<file path="src/rtl/lut_cam.sv">
// Small content-addressable lookup table: registered lookup with a one-deep response stage.
// Optional saturating hit counter output when LUT_CAM_HITCNT_EN is defined.
module lut_cam #(
    parameter int NR = 4,
    parameter int KW = 4,
    parameter int DW = 8,
    parameter int CW = 8,
    localparam int IW = ($clog2(NR) < 1) ? 1 : $clog2(NR)
) (
    input  logic          clk,
    input  logic          rst_n,
    input  logic          clr,
    input  logic          wr_en,
    input  logic [IW-1:0] wr_idx,
    input  logic [KW-1:0] wr_key,
    input  logic [DW-1:0] wr_val,
    input  logic          req_valid,
    input  logic [KW-1:0] req_key,
    output logic          req_ready,
    input  logic [DW-1:0] def,
    output logic          resp_valid,
    input  logic          resp_ready,
    output logic [DW-1:0] resp_data,
    output logic          resp_hit,
    output logic [IW-1:0] resp_idx
`ifdef LUT_CAM_HITCNT_EN
    ,
    output logic [CW-1:0] hit_cnt
`endif
);

    logic [NR-1:0] valid_q;
    logic [NR-1:0] valid_d;
    logic [KW-1:0] key_q [NR];
    logic [DW-1:0] val_q [NR];

    logic [NR-1:0] match_s;
    logic          hit_s;
    logic [IW-1:0] idx_s;
    logic [DW-1:0] data_s;
    logic          accept_s;
    logic          we_s;

    logic          resp_valid_q;
    logic          resp_valid_d;
    logic          resp_hit_q;
    logic          resp_hit_d;
    logic [IW-1:0] resp_idx_q;
    logic [IW-1:0] resp_idx_d;
    logic [DW-1:0] resp_data_q;
    logic [DW-1:0] resp_data_d;

    assign req_ready  = !resp_valid_q || resp_ready;
    assign accept_s   = req_valid && req_ready;
    assign we_s       = wr_en && !clr;

    assign resp_valid = resp_valid_q;
    assign resp_hit   = resp_hit_q;
    assign resp_idx   = resp_idx_q;
    assign resp_data  = resp_data_q;

    // Priority match: scanning from the top down lets the lowest matching index win.
    always_comb begin
        match_s = {NR{1'b0}};
        hit_s   = 1'b0;
        idx_s   = {IW{1'b0}};
        data_s  = def;
        for (int i = NR - 1; i >= 0; i--) begin
            match_s[i] = valid_q[i] && (key_q[i] == req_key);
            hit_s      = match_s[i] ? 1'b1     : hit_s;
            idx_s      = match_s[i] ? IW'(i)   : idx_s;
            data_s     = match_s[i] ? val_q[i] : data_s;
        end
    end

    // Valid-bit next state; clr outranks writes, out-of-range indices match no entry.
    always_comb begin
        valid_d = valid_q;
        if (clr) begin
            valid_d = {NR{1'b0}};
        end else begin
            for (int i = 0; i < NR; i++) begin
                if (wr_en && (wr_idx == IW'(i))) begin
                    valid_d[i] = 1'b1;
                end else begin
                    valid_d[i] = valid_q[i];
                end
            end
        end
    end

    // Response stage next state: load on acceptance, drop once consumed, else hold.
    always_comb begin
        resp_valid_d = resp_valid_q;
        resp_hit_d   = resp_hit_q;
        resp_idx_d   = resp_idx_q;
        resp_data_d  = resp_data_q;
        if (accept_s) begin
            resp_valid_d = 1'b1;
            resp_hit_d   = hit_s;
            resp_idx_d   = idx_s;
            resp_data_d  = data_s;
        end else if (resp_ready) begin
            resp_valid_d = 1'b0;
        end else begin
            resp_valid_d = resp_valid_q;
        end
    end

    // Valid bits and response registers, cleared asynchronously.
    always_ff @(posedge clk or negedge rst_n) begin
        if (!rst_n) begin
            valid_q      <= {NR{1'b0}};
            resp_valid_q <= 1'b0;
            resp_hit_q   <= 1'b0;
            resp_idx_q   <= {IW{1'b0}};
            resp_data_q  <= {DW{1'b0}};
        end else begin
            valid_q      <= valid_d;
            resp_valid_q <= resp_valid_d;
            resp_hit_q   <= resp_hit_d;
            resp_idx_q   <= resp_idx_d;
            resp_data_q  <= resp_data_d;
        end
    end

    // Key/value storage is left unreset; the valid bits gate every use of it.
    always_ff @(posedge clk) begin
        for (int i = 0; i < NR; i++) begin
            if (we_s && (wr_idx == IW'(i))) begin
                key_q[i] <= wr_key;
                val_q[i] <= wr_val;
            end
        end
    end

`ifdef LUT_CAM_HITCNT_EN
    logic [CW-1:0] hit_cnt_q;
    logic [CW-1:0] hit_cnt_d;

    assign hit_cnt = hit_cnt_q;

    // Saturating count of registered hit responses; clr wins over an increment.
    always_comb begin
        hit_cnt_d = hit_cnt_q;
        if (clr) begin
            hit_cnt_d = {CW{1'b0}};
        end else if (accept_s && hit_s && (hit_cnt_q != {CW{1'b1}})) begin
            hit_cnt_d = hit_cnt_q + CW'(1);
        end else begin
            hit_cnt_d = hit_cnt_q;
        end
    end

    // Hit counter register.
    always_ff @(posedge clk or negedge rst_n) begin
        if (!rst_n) begin
            hit_cnt_q <= {CW{1'b0}};
        end else begin
            hit_cnt_q <= hit_cnt_d;
        end
    end
`endif

endmodule

</file>
<file path="config.mk">
export PLATFORM = sky130hd
export DESIGN_NAME = lut_cam
export DESIGN_NICKNAME = d
export VERILOG_FILES = /design/src/rtl/lut_cam.sv
export SDC_FILE = /design/constraint.sdc
export NUM_CORES = 1
export LEC_CHECK = 0
export BUFFER_PORTS_ARGS = -buffer_cell sky130_fd_sc_hd__buf_2
export CAP_MARGIN = 25
export CORE_MARGIN = 2
export CORE_UTILIZATION = 55
export DETAILED_ROUTE_END_ITERATION = 6
export HOLD_SLACK_MARGIN = 0.02
export PLACE_DENSITY_LB_ADDON = 0.25
export SLEW_MARGIN = 0
export SYNTH_ARGS = -nofsm -noshare
export SYNTH_HDL_FRONTEND = slang
export SYNTH_SLANG_ARGS = --single-unit
</file>
<file path="constraint.sdc">
create_clock -name clk -period 2.2 [get_ports clk]
set_input_delay 0.11 -clock clk [delete_from_list [all_inputs] [get_ports clk]]
set_output_delay 0.11 -clock clk [all_outputs]
set_load 0.005 [all_outputs]
</file>
==> results.cfg, run 1 <==
[run_status]
run_status = finished clean

[sta]
relSlewSlack_pct = 55.84
fin_worst_skew_ps = 6.844
period_needed_ps = 1835
fin_ws_ps = 365.5
tightest_slew_ps = 662.3
final-setup-viol-count = 0
hold_violations = 0
fmax_mhz = 545.1
period_share_pct = 83.39
fin_setup_tns_ps = 0
hold_slack_ps = 112.5
drv_slew = 0
rsz0062_at_grt = false

[grt]
grt_max_degree = 17
grt_overflow_total = 0
grt_pass1_vias = 1945
grt_pass1_wl_microns = 9384
met1_usage_pct = 30.97
grt_antenna_before_repair = 0
grt.met3_usage_pct = 6.369
use_met2_pct = 38.10
globalRouteTotalUtil_pct = 24.06
busiest_layer = met2

[place]
port_buffers = 44
gp_congestion = 0.8454
place_ws_ps = 395.5
hpwl_microns = 3773

[power_and_ir_drop]
switching_share_pct = 22.89
p_clk_share_pct = 36.1
power_uw = 2567
p_int_uw = 1979
power.switching_uw = 587.4
combPwrFrac_pct = 9.8
power.leakage_uw = 0.001343
p_seq_share_pct = 54.1
irDropWorstVdd_mv = 0.6132
p_per_area_nw_per_um2 = 763.7

[cells_and_area]
seq_area_sq_um = 1842
final_layout_size_suffix_gt1_share_pct = 26.28
n_antenna_cell = 0
syn_to_final_growth_pct = 23.55
n_fill_cell = 354
layout.nets = 301
multi_input_area_sq_um = 793.3

[floorplanning]
row_count = 25
io_pins = 45
core_sq_um = 4755
start_util_pct = 57.21
die_area_sq_um = 5524
chipHeight_microns = 74.33
die_w_microns = 74.33

[synth]
synth_edf_count = 48
syn_area_sq_um = 2720
synth_top_area_cell = edfxtp_1
synth.distinct_cells = 38
netlist.area_leader.share_pct = 52.99
synthCells = 200
synth-seq-area-share_pct = 67.71
synth_nets = 232
synth.avg_cell_area_sq_um = 13.60
synth.ff_latch_count = 64
ys.flop_type = edfxtp_1
yosys-top-cells-area = edfxtp_1, dfrtp_1, xor2_1
ys_warn_count = 0
synthArstFlopShare_pct = 25.00

[cts]
h-tree-depth = 3
clkSinkCount = 64
cts_root_buffer = clkbuf_8
numCtsBuffers = 9
clock_latency_ps = 330
cts_tree = done
cts-resized-gates = 0
clockBufferDepth = 2
clkTransAtPathRegs_ps = 70

[detailed_routing]
detail-route-antenna-nets = 0
drtIter0Drc = 157
wirelength_microns = 5979
vias = 1936
post_drt_wl_per_cell_microns = 17.53
routed_via_density = 5.677
drc = 0
drtPass1Iterations = 5

[worst_setup_path]
cp_max_fo = 9
crit_slowest_cell = and3b_1
reg2reg_to = resp_data[5]
crit_path_max_incr_delay_ps = 480
timing.rr.start = key_q[2][0]
cp-end-kind = flop
cp.arrival_ps = 2090
r2r_slack_ps = 370
worstPathCellList = xor2_1 > nor3_4 > and3b_1 > o311ai_1 > a21oi_1
timing.critical_path.from_type = flop
r2r_cells = 5
crit_required_ps = 2450
crit_path_end = resp_data[5]
critPathLaunch = key_q[2][0]
path_class = flop to flop

[min_path]
hp-class = primary input to flop
hp-start = resp_ready

[job]
drv_cap = 0
-- power groups by stage --
stage | registers, uW | clock network [uW] | logic (uW)
2_1_floorplan | 1410 | 0 | 119
5_1_grt | 1390 | 984 | 278
3_3_place_gp | 1410 | 0 | 226
6_report | 1390 | 927 | 252
4_1_cts | 1390 | 939 | 250
3_5_place_dp | 1410 | 0 | 232
-- layout make-up --
| class | count | share of cell area, % |
|---|---|---|
| Clock inverter | 7 | 1.564 |
| Timing Repair Buffer | 66 | 12.51 |
| Sequential cell | 64 | 54.80 |
| Clock buffer | 9 | 3.686 |
| Multi-Input combinational cell | 116 | 23.60 |
| Inverter | 12 | 1.340 |
| Tap cell | 67 | 2.494 |
-- registers in the layout (all words and copies together), names as in the netlist --
register and flops:
resp_hit 1, val_q 32, key_q 16, resp_valid 1, resp_data 8, valid_q 4
resp_idx 2
-- critical path: cells and delay by family (launching register included) --
family / cells / cell delay, ps
and+or+nand+nor: 2 / 810
DFF: 1 / 380
AOI/OAI and AO/OA: 2 / 370
xor gates and xnor gates: 1 / 190
-- cells in the final DEF, fill, tap and decap left out, drive strengths merged, types with 2 or more instances in the layout --
cell          n
a21o          5
a21oi        15
a31oi         8
a41oi         2
and2          2
and3          4
and4          7
buf          52
clkbuf        9
clkinv        6
dfrtp        16
dlygate4sd3  14
edfxtp       48
inv          12
nand2        14
nand2b        3
nand3         2
nor2          3
nor3          4
nor3b         8
o21ai         2
o22ai         7
o311ai        7
o31ai         2
xnor2         3
xor2         10
-- worst min-delay path by stage --
stage,endpoint,cells after the start,slack [ps]
2_1_floorplan,resp_data[0],0,-190
3_3_place_gp,resp_valid,1,50
3_5_place_dp,resp_valid,1,50
4_1_cts,val_q[3][7],1,20
5_1_grt,resp_valid,3,130
6_report,resp_valid,3,110
-- layer usage --
layer | wire (microns) | share of wire [%]
met3 | 398 | 6.7
met1 | 2555 | 43
met5 | 0 | 0
met2 | 2917 | 49
met4 | 108 | 1.8
-- kinds of logic after synthesis --
logic type                share of synthesized area, %
AOI/OAI and AO/OA                                12.83
xor gates and xnor gates                         4.186
buffers and inverters                            3.495
DFF                                              67.71
and+or+nand+nor                                  11.78
-- synth_stat cells (all sizes together), types with 4 or more instances --
library cell / count
a21o: 5
a21oi: 15
a31oi: 8
and3: 4
and4: 7
clkbuf: 5
dfrtp: 16
edfxtp: 48
inv: 12
nand2: 14
nor3: 4
nor3b: 8
o22ai: 7
o311ai: 7
xor2: 10
-- timing repair --
item / CTS / global route
endpoints found under the hold margin: 61 / 4
buffers inserted: 0 / 0
hold buffers: 13 / 1
-- through the flow --
stage                     std cells  util (%)  cell area [sq um]
after CTS                       340     70.47               3351
after global placement          311     64.03               3044
after floorplan                 200         -               2720
after detailed placement        311     64.03               3044
after global routing            341     70.68               3361
final                           341     70.68               3361
Power figures use the tool's default switching activity.
==> inputs of run 2 (changes only) <==
--- a/config.mk
+++ b/config.mk
@@ -5,10 +5,11 @@
 export SDC_FILE = /design/constraint.sdc
 export NUM_CORES = 1
 export LEC_CHECK = 0
+export ABC_AREA = 1
 export BUFFER_PORTS_ARGS = -buffer_cell sky130_fd_sc_hd__buf_2
 export CAP_MARGIN = 25
 export CORE_MARGIN = 2
-export CORE_UTILIZATION = 55
+export CORE_UTILIZATION = 50
 export DETAILED_ROUTE_END_ITERATION = 6
 export HOLD_SLACK_MARGIN = 0.02
 export PLACE_DENSITY_LB_ADDON = 0.25
==> constraint.sdc (replaced) <==
create_clock -name clk -period 1.61 [get_ports clk]
set_input_delay 0.0805 -clock clk [delete_from_list [all_inputs] [get_ports clk]]
set_output_delay 0.0805 -clock clk [all_outputs]
set_load 0.005 [all_outputs]
==> run 2 against run 1 <==
Effect of this change: clock skew rose by 1.7 ps; total power rose by 41%; first-iteration DRC count rose by 13%; synthesized cell count rose by 38%; cell area rose by 4.6%; critical path type unchanged; largest cell class unchanged.
==> results.cfg, run 2 <==
[place]
port_buffers = 44
postPlaceCellArea_sq_um = 3178
gp_congestion = 0.7909
hpwl_microns = 4029

[synth]
synth_top_area_cell = edfxtp_1
synth.distinct_cells = 28
synth-seq-area-share_pct = 65.28
yosys-top-cells-area = edfxtp_1, dfrtp_1, nand2_1
ys_warn_count = 0
netlist.area_leader.share_pct = 51.09
ys.flop_type = edfxtp_1
synthArstFlopShare_pct = 25.00
synth.most_common_cell = nand2_1
synth.ff_latch_count = 64
synthCells = 276
synth_nets = 308
syn_area_sq_um = 2821
synth_edf_count = 48
netlist_top_cells_count = nand2_1, edfxtp_1, nor2_1
synth.avg_cell_area_sq_um = 10.22

[sta]
rsz0062_at_grt = false
hold_violations = 0
fmax_mhz = 685.9
period_needed_ps = 1458
fin_worst_skew_ps = 8.523
drv_slew = 0
fin_setup_tns_ps = 0
final-setup-viol-count = 0
relSlewSlack_pct = 74.02
period_share_pct = 90.55
tightest_slew_ps = 389.7

[power_and_ir_drop]
p_clk_share_pct = 37.7
p_per_area_nw_per_um2 = 1030
p_seq_share_pct = 52.4
p_int_uw = 2771
combPwrFrac_pct = 10.0
switching_share_pct = 23.44
power.switching_uw = 848.4
irDropWorstVdd_mv = 0.7278
power.leakage_uw = 0.001594

[worst_setup_path]
path_buf_inv = 0
cp-end-kind = flop
cpMostUsedCell = nand2_1
worstPathCellList = or2_2 > nand3_2 > nor2_4 > nor2_1 > nand3_1 > nand2_1 > nand2_1
path_class = flop to flop
crit_slowest_cell = edfxtp_1
cp.arrival_ps = 1680
crit_path_max_incr_delay_ps = 400
critPathTopFamily = simple AND/OR/NAND/NOR gates
timing.critical_path.from_type = flop
crit_required_ps = 1840
cp_max_fo = 10

[detailed_routing]
wirelength_microns = 5997
detail-route-antenna-nets = 0
drtIter0Drc = 178
routed_via_density = 4.850
drtPass1Iterations = 4
post_drt_wl_per_cell_microns = 14.04
drc = 0
vias = 2071

[grt]
grt_overflow_total = 0
grt_pass1_wl_microns = 9639
grt_max_degree = 27
grt_antenna_before_repair = 0
globalRouteTotalUtil_pct = 21.07
grt_pass1_vias = 2060

[cts]
h-tree-depth = 3
cts_tree = done
clock_latency_ps = 330
clkSinkCount = 64
numCtsBuffers = 9
postCtsHoldBufs = 14
post_cts_buffers = 0
clkTransAtPathRegs_ps = 70
cts-resized-gates = 0
cts_root_buffer = clkbuf_8
clockBufferDepth = 2

[floorplanning]
row_count = 27
die_area_sq_um = 6260
io_pins = 45
core_sq_um = 5473
start_util_pct = 51.55
chipHeight_microns = 79.12
die_w_microns = 79.12

[cells_and_area]
regMostFlops = val_q
final_layout_size_suffix_gt1_share_pct = 24.23
syn_to_final_growth_pct = 24.61
layout_common_cells = nand2_1, edfxtp_1, buf_2, nor2_1, inv_1
layout.nets = 382
largest_reg_flops = 32
n_antenna_cell = 0
stdcell_area_sq_um = 3516
layout_commonest_cell = nand2_1

[job]
drv_cap = 0

[min_path]
hp-class = primary input to flop

[run_status]
run_status = finished clean
run 2: changes by cell type in the layout (fill, tap and decap cells not counted), sizes merged, moves of 8 or more:
cell	previous run	this run
a21oi	15	5
a31oi	8	0
inv	12	30
nand2	14	78
nand3	2	27
nor2	3	39
nor3	4	12
xor2	10	0
run 2: power by group through the flow:
stage	combinational (uW)	sequential [uW]	clock, uW
final	361	1900	1360
after detailed placement	335	1930	0
after global routing	410	1900	1450
after CTS	363	1900	1390
after global placement	328	1930	0
after floorplan	177	1930	0
run 2: final timing paths:
check                                 start           end  slack (ps)  cells after the start
worst min-delay path             resp_ready    resp_valid          30                      4
min in group asynchronous             rst_n    resp_valid         200                      2
max in group asynchronous             rst_n  resp_data[7]        1130                      2
worst max-delay path            key_q[1][3]  resp_data[3]         150                      7
worst max register to register  key_q[1][3]  resp_data[3]         150                      7
worst min register to register  resp_idx[1]   resp_idx[1]         480                      2
run 2: cell type report:
| class | instances | area [sq um] |
|---|---|---|
| clock buffers | 11 | 141.4 |
| clock inverters | 5 | 56.30 |
| fillers | 464 | 1957 |
| inverters | 31 | 116.4 |
| multi-input cells | 177 | 842.1 |
| flip-flops and latches | 64 | 1842 |
| well taps | 72 | 90.09 |
| repair buffers | 67 | 427.9 |
run 2: stage by stage:
stage / hold WS [ps] / util [%] / worst slack (ps) / cells / power [uW]
4_1_cts: 25.90 / 64.24 / 171.2 / 427 / 3654
5_1_grt: 66.90 / 64.24 / 5.033 / 427 / 3763
6_report: 29.49 / 64.24 / 152.1 / 427 / 3620
3_5_place_dp: 30.09 / 58.07 / 179.0 / 397 / 2268
3_3_place_gp: 27.27 / 58.07 / 228.4 / 397 / 2256
2_1_floorplan: -215.1 / - / 67.85 / 276 / 2107
run 2: logic make-up after synthesis:
group	synth area share, %
AOI/OAI and AO/OA	2.616
xor gates and xnor gates	0.6210
buffers and inverters	5.587
DFF	65.28
and+or+nand+nor	25.90
run 2: per-layer routing:
layer	share of wire (%)	GRT usage [%]
met1	44	26.99
met2	49	35.00
met4	1.8	7.586
met5	0	0
met3	5.4	5.114
run 2: worst reg2reg max path, stage by stage, from the launching register on:
cell and delay, ps:
edfxtp_1 400, or2_2 310, nand3_2 200, nor2_4 120, nor2_1 130, nand3_1 90
nand2_1 70, nand2_1 40
